===== src/rtl/ofm_read_controller_pkg.sv =====
// rtl/ofm_read_controller_pkg.sv - shared types and defaults for the OFM address controllers
//
// Purpose : state encodings and default geometry shared by the OFM buffer
//           address controllers.
// Contents: OFM_SIZE_DEF, ADDR_WIDTH_DEF, DATA_WIDTH_DEF, CNT_WIDTH,
//           ofm_rd_state_e (2-bit readout state encoding).
package ofm_read_controller_pkg;

  localparam int OFM_SIZE_DEF   = 32;
  localparam int ADDR_WIDTH_DEF = 14;
  localparam int DATA_WIDTH_DEF = 16;

  // Word counters are 20 bits: 127 channels * 32 * 32 words still fits.
  localparam int CNT_WIDTH = 20;

  typedef enum logic [1:0] {
    ST_IDLE  = 2'd0,
    ST_READ  = 2'd1,
    ST_DRAIN = 2'd2,
    ST_DONE  = 2'd3
  } ofm_rd_state_e;

endpackage


===== src/rtl/ofm_rd_fifo.sv =====
// rtl/ofm_rd_fifo.sv - two-entry output FIFO for the OFM readout path
//
// Purpose : holds up to two read-back words while the consumer stalls.
// Ports   : clk, rst (async, active-high)
//           push, push_data - write one entry (ignored when full and not popping)
//           pop             - drop the head entry (ignored when empty)
//           head_data       - oldest entry (0 when empty after reset)
//           full, empty     - occupancy flags
module ofm_rd_fifo #(
  parameter int WIDTH = 16
) (
  input  logic             clk,
  input  logic             rst,
  input  logic             push,
  input  logic [WIDTH-1:0] push_data,
  input  logic             pop,
  output logic [WIDTH-1:0] head_data,
  output logic             full,
  output logic             empty
);

  logic [WIDTH-1:0] head_q, head_d;
  logic [WIDTH-1:0] tail_q, tail_d;
  logic [1:0]       cnt_q, cnt_d;
  logic             do_push, do_pop;

  always_comb begin
    head_d  = head_q;
    tail_d  = tail_q;
    cnt_d   = cnt_q;
    do_pop  = pop && (cnt_q != 2'd0);
    // A full FIFO can still accept a word in the same cycle its head leaves.
    do_push = push && ((cnt_q != 2'd2) || do_pop);
    case (cnt_q)
      2'd0: begin
        if (do_push) begin
          head_d = push_data;
          cnt_d  = 2'd1;
        end
      end
      2'd1: begin
        if (do_push && do_pop) begin
          head_d = push_data;
        end else if (do_push) begin
          tail_d = push_data;
          cnt_d  = 2'd2;
        end else if (do_pop) begin
          cnt_d  = 2'd0;
        end
      end
      2'd2: begin
        if (do_pop) begin
          head_d = tail_q;
          if (do_push) begin
            tail_d = push_data;
          end else begin
            cnt_d = 2'd1;
          end
        end
      end
      default: cnt_d = 2'd0;
    endcase
  end

  always_ff @(posedge clk or posedge rst) begin
    if (rst) begin
      head_q <= '0;
      tail_q <= '0;
      cnt_q  <= 2'd0;
    end else begin
      head_q <= head_d;
      tail_q <= tail_d;
      cnt_q  <= cnt_d;
    end
  end

  assign head_data = head_q;
  assign full      = (cnt_q == 2'd2);
  assign empty     = (cnt_q == 2'd0);

endmodule


===== src/rtl/ofm_read_controller.sv =====
// rtl/ofm_read_controller.sv - streams num_channel OFM planes out of the OFM buffer
//
// Purpose : on start, reads num_channel*OFM_SIZE*OFM_SIZE consecutive words
//           from base_addr (wrapping modulo 2^ADDR_WIDTH) and streams them out
//           with valid/ready flow control through a 2-entry FIFO.
// Ports   : clk, rst (async, active-high)
//           start, base_addr, num_channel - launch one readout (sampled in IDLE)
//           ofm_rd_en, ofm_rd_addr, ofm_rd_data - buffer read port, 1-cycle latency
//           data_out, data_valid, data_ready - output stream
//           busy, done - status; done pulses for one cycle after the last transfer
//           data_last - final word of each channel (only with OFM_READ_LAST_EN)
// Config  : define OFM_READ_LAST_EN to add the data_last output.
module ofm_read_controller
  import ofm_read_controller_pkg::*;
#(
  parameter int OFM_SIZE   = OFM_SIZE_DEF,
  parameter int ADDR_WIDTH = ADDR_WIDTH_DEF,
  parameter int DATA_WIDTH = DATA_WIDTH_DEF
) (
  input  logic                  clk,
  input  logic                  rst,
  input  logic                  start,
  input  logic [ADDR_WIDTH-1:0] base_addr,
  input  logic [6:0]            num_channel,
  output logic                  ofm_rd_en,
  output logic [ADDR_WIDTH-1:0] ofm_rd_addr,
  input  logic [DATA_WIDTH-1:0] ofm_rd_data,
  output logic [DATA_WIDTH-1:0] data_out,
  output logic                  data_valid,
  input  logic                  data_ready,
  output logic                  busy,
  output logic                  done
`ifdef OFM_READ_LAST_EN
  ,
  output logic                  data_last
`endif
);

  localparam logic [CNT_WIDTH-1:0] PIX_PER_CH = CNT_WIDTH'(OFM_SIZE * OFM_SIZE);

`ifdef OFM_READ_LAST_EN
  localparam int FW = DATA_WIDTH + 1;
`else
  localparam int FW = DATA_WIDTH;
`endif

  ofm_rd_state_e         state_q, state_d;
  logic [ADDR_WIDTH-1:0] addr_q, addr_d;
  logic [CNT_WIDTH-1:0]  rd_cnt_q, rd_cnt_d;
  logic [CNT_WIDTH-1:0]  xfer_cnt_q, xfer_cnt_d;
  logic                  inflight_q, inflight_d;
`ifdef OFM_READ_LAST_EN
  logic [CNT_WIDTH-1:0]  pix_q, pix_d;
  logic                  inflight_last_q, inflight_last_d;
`endif

  logic [CNT_WIDTH-1:0]  total_words;
  logic [1:0]            occ;
  logic                  rd_go;
  logic                  xfer;
  logic                  fifo_push, fifo_pop, fifo_full, fifo_empty;
  logic [FW-1:0]         word_in, fifo_head, out_word;

  assign total_words = CNT_WIDTH'(num_channel) * PIX_PER_CH;

  // Occupancy plus the outstanding read must stay below 2 so every returning
  // word has a slot even if the consumer stalls indefinitely.
  assign occ   = fifo_full ? 2'd2 : (fifo_empty ? 2'd0 : 2'd1);
  assign rd_go = (state_q == ST_READ) && (({1'b0, occ} + {2'b00, inflight_q}) < 3'd2);

`ifdef OFM_READ_LAST_EN
  assign word_in = {inflight_last_q, ofm_rd_data};
`else
  assign word_in = ofm_rd_data;
`endif

  // When the FIFO is empty the returning word is presented directly, which
  // gives the 2-cycle start-to-valid latency and 1 word/cycle streaming; it
  // only enters the FIFO if the consumer does not take it straight away.
  assign data_valid = !fifo_empty || inflight_q;
  assign xfer       = data_valid && data_ready;
  assign fifo_push  = inflight_q && !(fifo_empty && data_ready);
  assign fifo_pop   = !fifo_empty && data_ready;
  assign out_word   = !fifo_empty ? fifo_head : (inflight_q ? word_in : '0);

  assign data_out    = out_word[DATA_WIDTH-1:0];
`ifdef OFM_READ_LAST_EN
  assign data_last   = out_word[DATA_WIDTH];
`endif
  assign ofm_rd_en   = rd_go;
  assign ofm_rd_addr = addr_q;
  assign busy        = (state_q != ST_IDLE);
  assign done        = (state_q == ST_DONE);

  ofm_rd_fifo #(
    .WIDTH (FW)
  ) u_fifo (
    .clk       (clk),
    .rst       (rst),
    .push      (fifo_push),
    .push_data (word_in),
    .pop       (fifo_pop),
    .head_data (fifo_head),
    .full      (fifo_full),
    .empty     (fifo_empty)
  );

  always_comb begin
    state_d    = state_q;
    addr_d     = addr_q;
    rd_cnt_d   = rd_cnt_q;
    xfer_cnt_d = xfer_cnt_q;
    inflight_d = rd_go;
`ifdef OFM_READ_LAST_EN
    pix_d           = pix_q;
    inflight_last_d = rd_go && (pix_q == PIX_PER_CH - CNT_WIDTH'(1));
`endif

    if (xfer) begin
      xfer_cnt_d = xfer_cnt_q - CNT_WIDTH'(1);
    end
    if (rd_go) begin
      addr_d   = addr_q + ADDR_WIDTH'(1);
      rd_cnt_d = rd_cnt_q - CNT_WIDTH'(1);
`ifdef OFM_READ_LAST_EN
      pix_d    = (pix_q == PIX_PER_CH - CNT_WIDTH'(1)) ? '0 : pix_q + CNT_WIDTH'(1);
`endif
    end

    case (state_q)
      ST_IDLE: begin
        if (start) begin
          addr_d     = base_addr;
          rd_cnt_d   = total_words;
          xfer_cnt_d = total_words;
`ifdef OFM_READ_LAST_EN
          pix_d      = '0;
`endif
          state_d    = (num_channel == 7'd0) ? ST_DONE : ST_READ;
        end
      end
      ST_READ: begin
        if (rd_go && (rd_cnt_q == CNT_WIDTH'(1))) begin
          state_d = ST_DRAIN;
        end
      end
      ST_DRAIN: begin
        if (xfer && (xfer_cnt_q == CNT_WIDTH'(1))) begin
          state_d = ST_DONE;
        end
      end
      ST_DONE: begin
        state_d = ST_IDLE;
      end
      default: state_d = ST_IDLE;
    endcase
  end

  always_ff @(posedge clk or posedge rst) begin
    if (rst) begin
      state_q    <= ST_IDLE;
      addr_q     <= '0;
      rd_cnt_q   <= '0;
      xfer_cnt_q <= '0;
      inflight_q <= 1'b0;
`ifdef OFM_READ_LAST_EN
      pix_q           <= '0;
      inflight_last_q <= 1'b0;
`endif
    end else begin
      state_q    <= state_d;
      addr_q     <= addr_d;
      rd_cnt_q   <= rd_cnt_d;
      xfer_cnt_q <= xfer_cnt_d;
      inflight_q <= inflight_d;
`ifdef OFM_READ_LAST_EN
      pix_q           <= pix_d;
      inflight_last_q <= inflight_last_d;
`endif
    end
  end

endmodule


===== config.mk =====
export PLATFORM = sky130hd
export DESIGN_NAME = ofm_read_controller
export DESIGN_NICKNAME = d
export VERILOG_FILES = /design/src/rtl/ofm_read_controller_pkg.sv /design/src/rtl/ofm_rd_fifo.sv /design/src/rtl/ofm_read_controller.sv
export SDC_FILE = /design/constraint.sdc
export NUM_CORES = 1
export LEC_CHECK = 0
export ABC_CLOCK_PERIOD_IN_PS = 3800
export CORE_MARGIN = 4
export CORE_UTILIZATION = 55
export CTS_CLUSTER_SIZE = 16
export DETAILED_ROUTE_END_ITERATION = 6
export GPL_TIMING_DRIVEN = 0
export PLACE_DENSITY = 0.92
export SLEW_MARGIN = 0
export SYNTH_ARGS = -nofsm -noshare
export SYNTH_HDL_FRONTEND = slang
export SYNTH_HIERARCHICAL = 1
export SYNTH_SLANG_ARGS = --single-unit
export TNS_END_PERCENT = 10

===== constraint.sdc =====
create_clock -name clk -period 3.8 [get_ports clk]
set_input_delay 0.76 -clock clk [delete_from_list [all_inputs] [get_ports clk]]
set_output_delay 0.76 -clock clk [all_outputs]
set_load 0.02 [all_outputs]

==> results.sh <==
export IMPL_layout_nets=630
export IMPL_final_cell_mix="dfrtp_1, clkdlybuf4s50_1, nand2_1"
export IMPL_drv_cap=0
export IMPL_avgRoutedWirePerCell_um=17.0
export IMPL_antenna_cells=0
export IMPL_cts_setup_buffers=0
export IMPL_rsz0062_at_grt="no"
export IMPL_synthFlopType="dfrtp_1"
export IMPL_cp_startpoint="u_fifo/cnt_q[1]"
export IMPL_first_pass_iters=4
export IMPL_worstMarginPinSlew_ns=0.799
export IMPL_crit_slowest_cell="clkdlybuf4s50_1"
export IMPL_total_power_w=0.00463
export IMPL_first_global_vias=4104
export IMPL_grt_max_degree=45
export IMPL_synth_seq_cells=91
export IMPL_clock_latency_ns=0.35
export IMPL_async_reset_ff_frac=1.00
export IMPL_yosysUniqueCellTypes=49
export IMPL_cts_path_max_buffers=2
export IMPL_slew_viol_final=0
export IMPL_crit_top_cell="buf_6"
export IMPL_nFillCells=638
export IMPL_h_tree_depth=3
export IMPL_drive_gt1_frac=0.154
export IMPL_fmax_ghz=0.275
export IMPL_grt_use_met3=0.0429
export IMPL_fin_skew_ns=0.0111
export IMPL_vias=3961
export IMPL_ctsHoldBuffers=0
export IMPL_fin_crit_ns=3.64
export IMPL_crit_chain="buf_6 -> nor2b_4 -> buf_6 -> buf_8 -> nand2b_1 -> nor2_1 -> clkdlybuf4s50_1"
export IMPL_p_sw_frac=0.394
export IMPL_dieArea_mm2=0.0107
export IMPL_clk_pin_slew_ns=0.09
export IMPL_seqPwrFrac=0.362
export IMPL_use_met1=0.285
export IMPL_cts_tree="done"
export IMPL_grtUsageMet2=0.397
export IMPL_syn_inst=493
export IMPL_hold_viol=0
export IMPL_synth_edf_count=0
export IMPL_grt_most_used_layer="met2"
export IMPL_worst_ep_required_time_ns=3.04
export IMPL_die_y_um=103
export IMPL_regArea_mm2=0.00228
export IMPL_crit_fanout=11
export IMPL_port_buffers=73
export IMPL_start_kind="register"
export IMPL_synth_area_mm2=0.00499
export IMPL_grtUsageTotal=0.227
export IMPL_slew_headroom=0.463
export IMPL_cts_resized_gates=0
export IMPL_multi_input_area_mm2=0.00248
export IMPL_drcViolationCount=0
export IMPL_timing_final_setup_violations=0
export IMPL_crit_type="register to output port"
export IMPL_peakVddDrop_mv=0.489
export IMPL_clock_sinks=91
export IMPL_cts_root_buf="clkbuf_8"
export IMPL_cpPeakStageDelay_ns=0.74
export IMPL_min_from="u_fifo/head_data[11]"
export IMPL_clkPwrFrac=0.130
export IMPL_hold_path_class="register to register"
export IMPL_syn_nets=544
export IMPL_grt_pass1_wl_mm=19.2
export IMPL_layout_commonest_cell="dfrtp_1"
export IMPL_syn_to_final_growth_pct=21.7
export IMPL_combPwrFrac=0.508
export IMPL_cellPowerDensity_mw_per_mm2=762
export IMPL_coreArea_mm2=0.00876
export IMPL_hpwl_mm=8.76
export IMPL_worstSetupEndpointType="output port"
export IMPL_synth_warnings=6
export IMPL_critPathArrivalTime_ns=2.88
export IMPL_outcome="completed"
export IMPL_switching_power_w=0.00183
export IMPL_ant_nets=0
export IMPL_globalplace_congestion=0.862
export IMPL_p_int_w=0.00281
export IMPL_drt_iter0_drc=132
export IMPL_vias_per_cell=5.72
export IMPL_syn_area_per_cell_um2=10.1
export IMPL_setup_tns_ns=0
export IMPL_rr_startpoint="u_fifo/cnt_q[0]"
export IMPL_overflow=0
export IMPL_power_leakage_nw=2.45
export IMPL_ioPinCount=75
export IMPL_row_count=34
export IMPL_cts_buffers=9
export IMPL_start_util=0.570
export IMPL_min_period_over_period=0.958
export IMPL_antenna_found_initial=0
export IMPL_die_w_um=103
export IMPL_synth_seq_area_share=0.456
export IMPL_wirelength_mm=11.8
-- routing by layer --
metal	routed length [µm]	vias up
met5	0	-
met4	155	0
met3	557	17
met2	6140	120
met1	4920	1946
li1	-	1878
-- cells by family (layout without fill, tap and decap cells) --
kind of cell    count (synthesis)  in the layout  synth area share
xor+xnor                       45             45            0.0789
compound gates                 69             69            0.0802
buf+inv                        50            141            0.0481
flops                          91             91             0.456
mux                            50             50             0.126
simple gates                  178            178             0.186
fa+ha+maj                      10             10            0.0251
-- per-stage QoR --
stage	util	cells	hold WS (ns)	setup slack, ns	area, µm²
after global placement	0.669	674	0.481	0.596	5860
after global routing	0.694	692	0.533	0.0499	6080
after floorplan	-	493	0.474	1.15	4990
after CTS	0.691	691	0.519	0.149	6060
final	0.694	692	0.516	0.159	6080
after detailed placement	0.671	675	0.493	0.540	5880
-- worst max-delay path: cells and delay by family (launching register included) --
kind,cells,cell delay (ns)
simple gates,3,0.96
flops,1,0.38
buf+inv,4,1.18
-- final timing paths --
kind,to,depth (start not counted),slack (ns)
min in group asynchronous,u_fifo/head_data[1],2,0.72
min reg2reg,u_fifo/head_data[11],1,0.52
max in group asynchronous,ofm_rd_addr[12],3,2.50
min,u_fifo/head_data[11],1,0.52
max reg2reg,u_fifo/head_data[8],8,0.50
max,ofm_rd_en,7,0.16
-- registers in the layout, indices dropped and copies added, names as in the netlist --
register / flops
rd_cnt_q: 20
ofm_rd_addr: 14
u_fifo/cnt_q: 2
u_fifo/head_data: 16
xfer_cnt_q: 20
u_fifo/tail_q: 16
inflight_q: 1
state_q: 2
-- synth_stat cells (all sizes together), types with 6 or more instances --
library cell | number | area [µm²]
nand4 | 6 | 37.5
o21ai | 35 | 186
or3 | 11 | 76.3
clkbuf | 18 | 78.8
nor2b | 7 | 51.3
nor3 | 11 | 55.1
nand2b | 6 | 37.5
ha | 10 | 125
or4 | 8 | 63.8
nor2 | 38 | 143
inv | 27 | 101
nand2 | 44 | 165
mux2 | 48 | 608
nand3 | 10 | 50.1
nor4 | 19 | 119
a21oi | 24 | 124
dfrtp | 91 | 2280
xnor2 | 31 | 272
xor2 | 14 | 123
-- power groups by stage --
stage                     Sequential (W)  Combinational [W]  Clock (W)
after floorplan                  0.00168            0.00154          0
after global placement           0.00164            0.00223          0
after detailed placement         0.00169            0.00234          0
after CTS                        0.00167            0.00236   0.000614
after global routing             0.00172            0.00255   0.000654
final                            0.00168            0.00235   0.000602
-- final cells by class --
cell class,count,share of cell area
multi-input cells,352,0.408
clock inverters,6,0.00659
flip-flops and latches,91,0.375
well taps,108,0.0222
plain buffers,23,0.0228
repair buffers,75,0.127
clock buffers,10,0.0226
inverters,27,0.0167
(Power assumes the default switching activity.)
